File: src/rtl/fifo_rd_pkg.sv
// ============================================================================
//  Module      : fifo_rd_pkg
//  Description : Shared types and default sizes for the FIFO burst reader.
//  Revision    : 1.0 - initial release
// ============================================================================
`default_nettype none

package fifo_rd_pkg;

    localparam int FIFO_RD_DATA_W    = 8;
    localparam int FIFO_RD_MAX_BURST = 16;

    typedef enum logic [1:0] {
        ST_IDLE  = 2'd0,
        ST_RUN   = 2'd1,
        ST_FLUSH = 2'd2,
        ST_DONE  = 2'd3
    } rd_state_t;

endpackage

`default_nettype wire

File: src/rtl/fifo_rd_out_stage.sv
// ============================================================================
//  Module      : fifo_rd_out_stage
//  Description : Single-entry data/last/valid holding register for the stream.
//  Revision    : 1.0 - initial release
// ============================================================================
`default_nettype none

module fifo_rd_out_stage
    import fifo_rd_pkg::*;
#(
    parameter int DATA_W = FIFO_RD_DATA_W
) (
    input  logic              clk,
    input  logic              rst,
    input  logic              load,
    input  logic              accept,
    input  logic [DATA_W-1:0] load_data,
    input  logic              load_last,
    output logic [DATA_W-1:0] data,
    output logic              last,
    output logic              valid
);

    // A load wins over an accept in the same cycle so the stage sustains one beat per cycle.
    always_ff @(posedge clk) begin
        if (rst) begin
            data  <= '0;
            last  <= 1'b0;
            valid <= 1'b0;
        end else if (load) begin
            data  <= load_data;
            last  <= load_last;
            valid <= 1'b1;
        end else if (accept) begin
            last  <= 1'b0;
            valid <= 1'b0;
        end
    end

endmodule

`default_nettype wire

File: src/rtl/fifo_burst_reader.sv
// ============================================================================
//  Module      : fifo_burst_reader
//  Description : Pops a programmed burst from the FIFO read port onto a
//                valid/ready stream with last marker and done pulse.
//  Revision    : 1.0 - initial release
// ============================================================================
`default_nettype none

module fifo_burst_reader
    import fifo_rd_pkg::*;
#(
    parameter int DATA_W    = FIFO_RD_DATA_W,
    parameter int MAX_BURST = FIFO_RD_MAX_BURST,
    parameter int LEN_W     = $clog2(MAX_BURST + 1)
) (
    input  logic              rclk,
    input  logic              rrst,
    input  logic              start,
    input  logic [LEN_W-1:0]  len,
    input  logic              rempty,
    input  logic [DATA_W-1:0] rdata,
    output logic              rinc,
    output logic [DATA_W-1:0] m_data,
    output logic              m_valid,
    input  logic              m_ready,
    output logic              m_last,
    output logic              busy,
    output logic              done
);

    localparam logic [LEN_W-1:0] MAX_LEN = LEN_W'(MAX_BURST);

    rd_state_t        state;
    logic [LEN_W-1:0] remaining;
    logic             accept;
    logic             last_pop;

    assign accept   = m_valid & m_ready;
    assign last_pop = (remaining == LEN_W'(1));

    // Pop only when the holding register is free or is being drained this cycle.
    assign rinc = !rrst && (state == ST_RUN) && !rempty && (remaining != '0)
                  && (!m_valid || m_ready);

    always_ff @(posedge rclk) begin
        if (rrst) begin
            state     <= ST_IDLE;
            remaining <= '0;
            busy      <= 1'b0;
            done      <= 1'b0;
        end else begin
            case (state)
                ST_IDLE: begin
                    done <= 1'b0;
                    if (start && (len != '0) && (len <= MAX_LEN)) begin
                        remaining <= len;
                        busy      <= 1'b1;
                        state     <= ST_RUN;
                    end
                end
                ST_RUN: begin
                    if (rinc) begin
                        remaining <= remaining - LEN_W'(1);
                        if (last_pop) begin
                            state <= ST_FLUSH;
                        end
                    end
                end
                ST_FLUSH: begin
                    // Only the final beat can still be held here.
                    if (accept && m_last) begin
                        busy  <= 1'b0;
                        done  <= 1'b1;
                        state <= ST_DONE;
                    end
                end
                ST_DONE: begin
                    done  <= 1'b0;
                    state <= ST_IDLE;
                end
                default: begin
                    state <= ST_IDLE;
                end
            endcase
        end
    end

    fifo_rd_out_stage #(
        .DATA_W (DATA_W)
    ) u_out_stage (
        .clk       (rclk),
        .rst       (rrst),
        .load      (rinc),
        .accept    (accept),
        .load_data (rdata),
        .load_last (last_pop),
        .data      (m_data),
        .last      (m_last),
        .valid     (m_valid)
    );

endmodule

`default_nettype wire

File: config.mk
export PLATFORM = sky130hd
export DESIGN_NAME = fifo_burst_reader
export DESIGN_NICKNAME = d
export VERILOG_FILES = /design/src/rtl/fifo_rd_pkg.sv /design/src/rtl/fifo_rd_out_stage.sv /design/src/rtl/fifo_burst_reader.sv
export SDC_FILE = /design/constraint.sdc
export NUM_CORES = 1
export LEC_CHECK = 0
export ABC_AREA = 1
export ABC_CLOCK_PERIOD_IN_PS = 2240
export BUFFER_PORTS_ARGS = -buffer_cell sky130_fd_sc_hd__buf_2
export CORE_MARGIN = 3
export CORE_UTILIZATION = 56
export CTS_BUF_LIST = sky130_fd_sc_hd__clkbuf_2 sky130_fd_sc_hd__clkbuf_4 sky130_fd_sc_hd__clkbuf_8
export DETAILED_ROUTE_END_ITERATION = 10
export HOLD_SLACK_MARGIN = 0.1
export PLACE_DENSITY_LB_ADDON = 0.12
export SYNTH_ARGS = -nofsm -noshare
export SYNTH_HDL_FRONTEND = slang
export SYNTH_SLANG_ARGS = --single-unit
File: constraint.sdc
create_clock -name rclk -period 2.24 [get_ports rclk]
set_input_delay 0.56 -clock rclk [delete_from_list [all_inputs] [get_ports rclk]]
set_output_delay 0.56 -clock rclk [all_outputs]
set_load 0.1 [all_outputs]
# [Word-level counts from Yosys, hierarchy flattened]
# Index checks and enable logic that the tools add are counted.
# W data, S select, Z words.
[classes] n_addsub=1 eq_ne=8 muxes=16 order_cmp=1 reduce_logical=23 n_bitwise=1
[op_table] cell="$mux W5" count=2
[op_table] cell="$pmux W5 S2" count=1
[op_table] cell="$reduce_bool A5 Y1" count=2
[op_table] cell="$mux W2" count=4
[op_table] cell="$pmux W2 S4" count=1
[op_table] cell="$reduce_bool A2 Y1" count=4
[op_table] cell="$logic_and A1 B1 Y1" count=7
[op_table] cell="$mux W1" count=6
[op_table] cell="$ne A2 B2 Y1 const B" count=3
[op_table] cell="$reduce_and A3 Y1" count=2
[op_table] cell="$eq A5 B1 Y1 const B" count=1
[op_table] cell="$le A5 B5 Y1 const B" count=1
[op_table] cell="$sub A5 B1 Y5 const B" count=1
[op_table] cell="$eq A2 B2 Y1 const B" count=2
[op_table] cell="$pmux W1 S2" count=2
[op_table] cell="$reduce_and A4 Y1" count=1
[op_table] cell="$logic_not A1 Y1" count=3
[op_table] cell="$eq A2 B1 Y1 const B" count=1
[op_table] cell="$logic_not A2 Y1" count=1
[op_table] cell="$ne A2 B1 Y1 const B" count=1
[op_table] cell="$reduce_and A2 Y1" count=1
[op_table] cell="$reduce_or A2 Y1" count=1
[op_table] cell="$and A1 B1 Y1" count=1
[op_table] cell="$logic_or A1 B1 Y1" count=1
[word_totals] inputBits=18 out_inout_bits=13 register_bits=19 word_cells=57

# [Logic depth before layout (Yosys ltp)]
# Gate-level depths: netlist of the first run.
[depth] depth_word=7 mapped_depth=10 mapped_depth_nobuf=10

# [Modules after synthesis]
# Synthesis of the first run repeated with hierarchy kept, for this count alone.
[hier_totals] cells_unflattened=154 hier_area_um2=1082.3
[modules_own_cells] module="fifo_burst_reader" area_each_um2=713.2 n_inst=1 seq_area_each_um2=180.2 cells_per_inst=109
[modules_own_cells] module="fifo_rd_out_stage" area_each_um2=369.1 n_inst=1 seq_area_each_um2=200.2 cells_per_inst=45

# [Least setup slack after synthesis of the first run]
# OpenSTA, ideal clock, no wires.
[synth_timing] path_kind="register -> output" startpoint="register u_out_stage.valid" endpoint="output port rinc" path_slack_ns=-0.352 n_path_buf=0 t_required_ns=1.680 stages_incl_launch_ff=4 arrival_ns=2.032 path_cell_list="dfxtp_1 nand2_1 nand3_2 clkinv_1"
[synth_via] elab_chain_len=3
[synth_rtl] element="from (decl)" line="fifo_rd_out_stage.sv:21" rtl="output logic valid"
[synth_rtl] element="from (signal assigned)" line="fifo_rd_out_stage.sv:29" rtl="valid <= 1'b0;"
[synth_rtl] element="from (signal assigned)" line="fifo_rd_out_stage.sv:33" rtl="valid <= 1'b1;"
[synth_rtl] element="from (signal assigned)" line="fifo_rd_out_stage.sv:36" rtl="valid <= 1'b0;"
[synth_rtl] element="$logic_not A1 Y1" line="fifo_burst_reader.sv:43" rtl="&& (!m_valid || m_ready);"
[synth_rtl] element="$logic_or A1 B1 Y1" line="fifo_burst_reader.sv:43"
[synth_rtl] element="$logic_and A1 B1 Y1" line="fifo_burst_reader.sv:43"
[synth_rtl] element="to (decl)" line="fifo_burst_reader.sv:22" rtl="output logic rinc,"
# No other way between the ends.

# [Worst setup path in the final report of the first run]
[layout_timing] startpoint="register state[1]" endpoint="output port rinc"
[layout_via] elab_chain_len=5
[layout_rtl] element="from (decl)" line="fifo_burst_reader.sv:33" rtl="rd_state_t state;"
[layout_rtl] element="from (signal assigned)" line="fifo_burst_reader.sv:47" rtl="state <= ST_IDLE;"
[layout_rtl] element="from (signal assigned)" line="fifo_burst_reader.sv:58" rtl="state <= ST_RUN;"
[layout_rtl] element="from (signal assigned)" line="fifo_burst_reader.sv:65" rtl="state <= ST_FLUSH;"
[layout_rtl] element="$eq A2 B1 Y1" line="fifo_burst_reader.sv:42" rtl="assign rinc = !rrst && (state == ST_RUN) && !rempty && (remaining != '0)"
[layout_rtl] element="$logic_and A1 B1 Y1 (3 in series)" line="fifo_burst_reader.sv:42"
[layout_rtl] element="$logic_and A1 B1 Y1" line="fifo_burst_reader.sv:43"
# No other way between the ends.

==> flow_summary.ini, run 1 <==
[run_status]
status = completed

[cells_and_area]
area_growth_pct = 23.9
n_antenna_cell = 0
nNetsFinal = 206
seq_area_sq_um = 383
design_area_sq_um = 1230
drive_above_1_share_pct = 26.0
multi_input_area_sq_um = 556
final_cell_mix = nand2_1, buf_2, nor2_1
n_fill_cell = 129
mostFrequentLayoutCell = nand2_1
final_util_pct = 77.4

[clock_tree]
htreeDepth = 1
cts_tree = done
cts-root-buf = clkbuf_4
holdBufCountCts = 0
cts_resized = 2
cts_setup_buffers = 0
cts.sinks = 19
clkSlewWorstSetupHoldPaths_ns = 0.11
clockBufferDepth = 2
clock_latency_ns = 0.30
cts_buffers = 3

[worst_setup_path]
critical_path.endpoint_type = output pin
rr_startpoint = state[1]
worstSetupPathType = flop to output pin
arrival_ns = 1.58
crit_required_ns = 1.68
critPathLaunchType = flop
r2r_cells = 10
worst-path-max-fanout = 9
r2r-end = remaining[4]
r2r_slack_ns = 0.53

[placed_design]
dpl.hpwl_mm = 1.68
placed_cell_area_sq_um = 1190
port_buffers = 30
gp_congestion = 0.855

[route]
wl_met2_mm = 1.04
drt_iter0_drc = 10
top_layer = met4
vias = 1024
routed_wl_mm = 2.19
drc = 0
routedWlPerCell_um = 10.7
dr.pass1.iters = 4
via_per_inst = 5.00
wl_met3_um = 112
wl_met1_um = 979
drtAntennaViolNets = 0

[worst_hold_path]
whs_endpoint = u_out_stage.data[0]
holdCritPathClass = flop to flop
worstHoldPathCells = 2
min_from = u_out_stage.data[0]

[timing]
setup-violations-final = 0
hold_violations = 0
timing.fmax_mhz = 468
slew-limit-headroom_pct = 67.7
hold_ws_ns = 0.468
rsz0062_at_grt = false
fin_crit_sh_pct = 95.4
final.setup_skew_ns = 0.00201
max_slew.worst_pin.slew_ns = 0.488
tns_ns = 0
drv_slew = 0
min_period_ns = 2.14

[run]
maxCapViolations = 0

[logic_synthesis]
syn-num-nets = 172
yosysTopAreaCell = dfxtp_1
yosysSeqAreaShare_pct = 38.2
yosys-top-cells-area = dfxtp_1, nand2_1, nor2_1, ha_1, a21oi_1
ys_types = 22
synth_top_area_share_pct = 38.2
ys_warn_count = 0
syn_area_per_cell_sq_um = 6.73
netlist_area_sq_um = 996
postSynthCellCount = 148
ys_seq_elements = 19

[global_route]
grt_pass1_wl_mm = 3.41
grt_overflow = 0
grt_pass1_vias = 855
grt_max_degree = 15
grt_antenna_before_repair = 0
grt_use_total_pct = 21.3

[die]
die_x_um = 48.2
rows = 14
fp.dieArea_sq_um = 2320
core_area_sq_um = 1590
io_pins = 31
dieHeight_um = 48.2
start_util_pct = 62.5

[power]
p_per_area_nw_per_um2 = 1060
fin_total_pwr_mw = 1.30
vdd_ir_drop_max_mv = 0.855
leakagePower_nw = 0.607
area by class of cell:
cell class,count,area share (%)
Multi-Input combinational cell,110,45.0
Sequential cell,19,31.0
Timing Repair Buffer,31,14.0
Inverter,17,5.27
Tap cell,24,2.43
Clock buffer,3,1.83
Clock inverter,1,0.406
power by group:
| group | switching (mW) | leakage [nW] | total [mW] | internal [mW] |
|---|---|---|---|---|
| sequential | 0.0467 | 0.156 | 0.446 | 0.399 |
| clock | 0.111 | 0.0177 | 0.178 | 0.0667 |
| combinational | 0.475 | 0.434 | 0.681 | 0.206 |
| total | 0.633 | 0.607 | 1.30 | 0.672 |
logic make-up after synthesis:
kind of cell | Yosys count | synth area share (%)
buffers and inverters | 19 | 7.29
AOI/OAI and AO/OA | 25 | 13.4
adders and majority gates | 6 | 7.54
and+or+nand+nor | 79 | 33.5
DFF | 19 | 38.2
cells in the mapped netlist:
library cell	number
inv_2	2
nor3_1	2
nor2_2	1
o21bai_1	1
o21ai_1	3
dfxtp_1	19
o21a_1	1
o21ai_0	5
nand3_1	8
a21oi_1	14
or2_0	1
ha_1	6
o21ai_2	1
nand3_2	1
inv_1	14
nand2_4	1
clkinv_1	1
nor2_1	23
buf_2	1
nor3_2	1
clkbuf_1	1
nand2_1	41
per-stage QoR:
step | setup WS, ns | std cells
finish | 0.104 | 205
global route | 0.0195 | 205
CTS | 0.0496 | 205
detailed placement | 0.260 | 201
global placement | 0.334 | 201
floorplan | 0.326 | 148
how the worst max path moves through the flow:
stage	depth (start not counted)	end	startpoint
3_5_place_dp	7	rinc	state[1]
6_report	7	rinc	state[1]
5_1_grt	7	rinc	state[1]
4_1_cts	7	rinc	state[1]
3_3_place_gp	5	rinc	rrst
2_1_floorplan	6	rinc	state[1]
critical path: stages (launching register included):
cell      delay [ns]
dfxtp_1         0.35
inv_2           0.10
ha_4            0.18
inv_2           0.08
nor3_2          0.14
nand3_2         0.10
clkinv_2        0.13
buf_12          0.19
sequential cells by signal, summed over array words and instances, names as in the netlist:
signal             count
u_out_stage.last       1
state                  2
busy                   1
u_out_stage.data       8
done                   1
u_out_stage.valid      1
remaining              5
layer usage:
| metal | GRT usage [%] | vias up |
|---|---|---|
| met4 | 12.9 | 0 |
| met5 | 0 | - |
| met2 | 33.3 | 34 |
| met1 | 27.2 | 449 |
| met3 | 3.32 | 7 |
| li1 | - | 534 |
Power figures use the tool's default switching activity.
==> run 2: changes to the inputs <==
--- a/config.mk
+++ b/config.mk
@@ -8,6 +8,7 @@
 export ABC_AREA = 1
 export ABC_CLOCK_PERIOD_IN_PS = 2240
 export BUFFER_PORTS_ARGS = -buffer_cell sky130_fd_sc_hd__buf_2
+export CORE_ASPECT_RATIO = 1.25
 export CORE_MARGIN = 3
 export CORE_UTILIZATION = 56
 export CTS_BUF_LIST = sky130_fd_sc_hd__clkbuf_2 sky130_fd_sc_hd__clkbuf_4 sky130_fd_sc_hd__clkbuf_8
==> run 2 against run 1 <==
  * Total power is 1.6% lower
  * Largest cell class unchanged
  * Worst hold slack worse by 0.0030 ns
  * Clock skew is 0.00051 ns lower
  * Sequential cell count stayed put
  * Highest routed layer unchanged
==> flow_summary.ini, run 2 (synthesized netlist as in run 1, its figures left out) <==
[global_route]
grt_max_degree = 15
met3_usage_pct = 4.76
grt_use_met2_pct = 31.6
grt_use_total_pct = 18.8
grt_pass1_vias = 835
grt_antenna_before_repair = 0
grt_overflow = 0
gr-max-usage-layer = met2
gr-usage-met1_pct = 19.4
grt_pass1_wl_mm = 3.19

[clock_tree]
cts_setup_buffers = 0
cts.sinks = 19
cts_buffers = 3
clock_latency_ns = 0.30
cts_tree = done
cts-root-buf = clkbuf_4
htreeDepth = 1
holdBufCountCts = 0
clockBufferDepth = 2
clkSlewWorstSetupHoldPaths_ns = 0.10

[timing]
rsz0062_at_grt = false
hold_violations = 0
timing.fmax_mhz = 479
slew-limit-headroom_pct = 67.5
worst_slack_ns = 0.154
tns_ns = 0
drv_slew = 0
setup-violations-final = 0
min_period_ns = 2.09
final.setup_skew_ns = 0.00150
fin_crit_sh_pct = 93.1
hold_ws_ns = 0.465
max_slew.worst_pin.slew_ns = 0.491

[cells_and_area]
final_util_pct = 75.7
n_antenna_cell = 0
drive_above_1_share_pct = 26.0
largest_register = u_out_stage.data
largest_register_ffs = 8
stdcell_count = 199
final_cell_mix = nand2_1, buf_2, nor2_1
mostFrequentLayoutCell = nand2_1
top_regs = u_out_stage.data: 8 flops, remaining: 5 flops, state: 2 flops
n_fill_cell = 130
area_growth_pct = 23.2
nNetsFinal = 206

[run_status]
status = completed

[worst_setup_path]
worst-path-max-fanout = 9
critPathLaunchType = flop
arrival_ns = 1.53
crit_required_ns = 1.68
r2r_slack_ns = 0.61
worstSetupPathType = flop to output pin
critical_path.endpoint_type = output pin

[power]
vdd_ir_drop_max_mv = 0.636
clockPowerShare_pct = 13.4
power_switching_mw = 0.612
comb_power_share_pct = 52.0
p_per_area_nw_per_um2 = 1050
p_int_mw = 0.672
leakagePower_nw = 0.608
swShare_pct = 47.7
p_seq_share_pct = 34.7

[placed_design]
placedCellCount = 195
dp_slack_ns = 0.295
gp_congestion = 0.820
dpl.hpwl_mm = 1.59
port_buffers = 30

[run]
maxCapViolations = 0

[die]
die_x_um = 43.7
start_util_pct = 61.4
rows = 16
fp.dieArea_sq_um = 2320
io_pins = 31
dieHeight_um = 53.2
core_area_sq_um = 1620

[route]
routedWlPerCell_um = 9.96
via_per_inst = 4.90
drt_iter0_drc = 18
routed_wl_mm = 1.98
dr.pass1.iters = 4
vias = 975
drc = 0
drtAntennaViolNets = 0

[worst_hold_path]
holdCritPathClass = flop to flop
==> run 2: cell types whose count changed in the layout (fill, tap and decap cells not counted) <==
cell / previous run / this run
clkinv_2: 2 / 1
inv_4: 0 / 1
==> run 2: routing by layer <==
layer,share of wire (%),routed length (um)
met1,42,835
met4,2.4,47
met5,0,0
met2,49,981
met3,6.0,118
==> run 2: critical path, stage by stage (launching register included) <==
cell	delay (ns)
dfxtp_1	0.41
ha_4	0.20
inv_2	0.08
nor3_2	0.12
nand3_2	0.11
inv_4	0.12
buf_12	0.18
==> run 2: repair_timing <==
action	CTS	global route
pin swaps	0	0
gates resized for setup	1	4
endpoints found under the setup margin	1	1
==> run 2: worst paths after layout <==
| check | from | endpoint | cells after the start |
|---|---|---|---|
| worst max-delay path | state[0] | rinc | 6 |
| worst min-delay path | u_out_stage.data[4] | u_out_stage.data[4] | 2 |
| worst max register to register | state[0] | state[0] | 9 |
| worst min register to register | u_out_stage.data[4] | u_out_stage.data[4] | 2 |
==> run 2: cell type report <==
class | count | area, sq um | share of cell area (%)
Clock buffer | 3 | 22.5 | 1.83
Tap cell | 18 | 22.5 | 1.83
Inverter | 17 | 66.3 | 5.40
Timing Repair Buffer | 31 | 173 | 14.1
Multi-Input combinational cell | 110 | 556 | 45.3
Sequential cell | 19 | 383 | 31.2
Clock inverter | 1 | 5.00 | 0.408
==> run 2: power by group through the flow <==
stage	sequential, mW	clock (mW)	combinational, mW
4_1_cts	0.440	0.182	0.661
6_report	0.445	0.171	0.667
3_5_place_dp	0.447	0	0.657
5_1_grt	0.451	0.198	0.750
3_3_place_gp	0.445	0	0.643
2_1_floorplan	0.576	0	0.406
==> run 2: per-stage QoR <==
stage	power [mW]	instance area [sq um]
after global placement	1.09	1180
after floorplan	0.982	998
final	1.28	1230
after global routing	1.40	1230
after CTS	1.28	1210
after detailed placement	1.10	1180
==> run 3: changes to the inputs <==
--- a/config.mk
+++ b/config.mk
@@ -6,13 +6,14 @@
 export NUM_CORES = 1
 export LEC_CHECK = 0
 export ABC_AREA = 1
-export ABC_CLOCK_PERIOD_IN_PS = 2240
+export ABC_CLOCK_PERIOD_IN_PS = 2400
 export BUFFER_PORTS_ARGS = -buffer_cell sky130_fd_sc_hd__buf_2
 export CORE_ASPECT_RATIO = 1.25
 export CORE_MARGIN = 3
 export CORE_UTILIZATION = 56
 export CTS_BUF_LIST = sky130_fd_sc_hd__clkbuf_2 sky130_fd_sc_hd__clkbuf_4 sky130_fd_sc_hd__clkbuf_8
 export DETAILED_ROUTE_END_ITERATION = 10
+export GPL_TIMING_DRIVEN = 0
 export HOLD_SLACK_MARGIN = 0.1
 export PLACE_DENSITY_LB_ADDON = 0.12
 export SYNTH_ARGS = -nofsm -noshare
==> constraint.sdc (replaced) <==
create_clock -name rclk -period 2.4 [get_ports rclk]
set_input_delay 0.6 -clock rclk [delete_from_list [all_inputs] [get_ports rclk]]
set_output_delay 0.6 -clock rclk [all_outputs]
set_load 0.1 [all_outputs]
==> run 3 against run 2 <==
  * First-iteration DRC count increased by 17%
  * Sequential power is 7.0% lower
  * Worst hold slack improved by 0.00059 ns
  * Final area up 1.5%
  * Worst setup slack got worse by 0.047 ns
  * Total power fell by 4.4%
  * Critical path depth grew 1
  * Clock skew increased by 0.0080 ns
  * Sequential share of layout area shrank 0.67 points
==> flow_summary.ini, run 3 (synthesized netlist as in run 1, its figures left out) <==
[worst_setup_path]
worstPathCellList = inv_1, ha_4, inv_2, nor3_2, nand3_2, clkinv_4, buf_12
critical_path.top_delay_family = buffers and inverters
crit_required_ns = 1.80
r2r-end = state[1]
worstSetupPathType = flop to output pin
r2r_cells = 10
critical_path_buf_inv_count = 4
cpPeakStageDelay_ns = 0.34
worst-path-max-fanout = 9
r2r_slack_ns = 0.69
rr_startpoint = state[1]
critPathLaunchType = flop
arrival_ns = 1.69
critical_path.endpoint_type = output pin
slowest_stage = dfxtp_1

[route]
routed_wl_mm = 2.12
routedWlPerCell_um = 10.5
via_per_inst = 5.07
drt_iter0_drc = 21
drtAntennaViolNets = 0
drc = 0
vias = 1025
dr.pass1.iters = 4

[timing]
slew-limit-headroom_pct = 67.8
drv_slew = 0
hold_ws_ns = 0.466
max_slew.worst_pin.slew_ns = 0.486
tns_ns = 0
setup-violations-final = 0
rsz0062_at_grt = false
hold_violations = 0
min_period_ns = 2.29
final.setup_skew_ns = 0.00954
fin_crit_sh_pct = 95.5
timing.fmax_mhz = 436

[cells_and_area]
final_cell_mix = nand2_1, buf_2, nor2_1
nNetsFinal = 209
mostFrequentLayoutCell = nand2_1
largest_register_ffs = 8
largest_register = u_out_stage.data
n_antenna_cell = 0
stdcell_count = 202
drive_above_1_share_pct = 25.0
top_regs = u_out_stage.data: 8 flops, remaining: 5 flops, state: 2 flops
area_growth_pct = 25.1

[power]
comb_power_share_pct = 51.7
clockPowerShare_pct = 14.5
power_switching_mw = 0.584
leakagePower_nw = 0.614
swShare_pct = 47.6
p_int_mw = 0.643
p_per_area_nw_per_um2 = 985
vdd_ir_drop_max_mv = 0.620
p_seq_share_pct = 33.8

[die]
start_util_pct = 61.4
io_pins = 31
die_x_um = 43.7
dieHeight_um = 53.2
rows = 16
core_area_sq_um = 1620
fp.dieArea_sq_um = 2320

[global_route]
grt_antenna_before_repair = 0
grt_use_total_pct = 20.0
grt_max_degree = 11
grt_overflow = 0
grt_pass1_wl_mm = 3.52
grt_pass1_vias = 881

[run_status]
status = completed

[clock_tree]
cts_tree = done
clockBufferDepth = 2
cts_buffers = 3
htreeDepth = 1
clock_latency_ns = 0.31
cts-root-buf = clkbuf_4
cts.sinks = 19
clkSlewWorstSetupHoldPaths_ns = 0.11

[worst_hold_path]
whs_endpoint = u_out_stage.data[1]
min_from = u_out_stage.data[1]
holdCritPathClass = flop to flop
worstHoldPathCells = 2

[placed_design]
dpl.hpwl_mm = 1.65
placedCellCount = 196
port_buffers = 30
gp_congestion = 0.833

[run]
maxCapViolations = 0
run 3: layout make-up:
cell class / instances / area [sq um]
multi-input cells: 110 / 556
flip-flops and latches: 19 / 380
plain buffers: 2 / 8.76
well taps: 18 / 22.5
repair buffers: 32 / 180
inverters: 17 / 68.8
clock buffers: 4 / 30.0
fillers: 127 / 375
run 3: worst max-delay path by stage:
| stage | start | to | slack, ns | depth (start not counted) |
|---|---|---|---|---|
| 2_1_floorplan | u_out_stage.valid | rinc | 0.11 | 3 |
| 3_3_place_gp | state[1] | rinc | 0.1 | 7 |
| 3_5_place_dp | state[1] | rinc | 0.04 | 7 |
| 4_1_cts | state[1] | rinc | 0.07 | 7 |
| 5_1_grt | state[1] | rinc | 0.0008 | 7 |
| 6_report | state[1] | rinc | 0.11 | 7 |
run 3: power groups by stage:
stage	sequential (mW)	combinational (mW)	clock [mW]
2_1_floorplan	0.537	0.379	0
3_3_place_gp	0.415	0.593	0
3_5_place_dp	0.418	0.611	0
4_1_cts	0.413	0.627	0.181
5_1_grt	0.421	0.705	0.191
6_report	0.414	0.635	0.178
run 3: per-layer routing:
layer / global-route usage [%] / part of all wire [%] / vias to the layer above
met4: 12.6 / 3.3 / 0
met1: 22.8 / 43 / 449
li1: - / - / 541
met2: 34.5 / 48 / 28
met5: 0 / 0 / -
met3: 2.38 / 5.4 / 7
run 3: tightest hold or removal path: stages, from the launching register on:
cell and delay, ns:
dfxtp_1 0.32, nand2_1 0.06, a21oi_1 0.05
run 3: per-stage QoR:
| stage | instance area (sq um) | setup WS [ns] | power (mW) | util, % |
|---|---|---|---|---|
| 2_1_floorplan | 997 | 0.105 | 0.916 | - |
| 3_3_place_gp | 1170 | 0.0951 | 1.01 | 72.1 |
| 3_5_place_dp | 1170 | 0.0425 | 1.03 | 72.1 |
| 4_1_cts | 1220 | 0.0687 | 1.22 | 75.4 |
| 5_1_grt | 1250 | 0.000767 | 1.32 | 76.9 |
| 6_report | 1250 | 0.107 | 1.23 | 76.9 |
run 3: what timing repair did:
item | 4_1_cts | 5_1_grt
hold buffers | 0 | 0
gates cloned | 0 | 0
pin swaps | 0 | 1
buffers inserted | 0 | 2
resized for setup | 5 | 3
endpoints found under the setup margin | 1 | 1
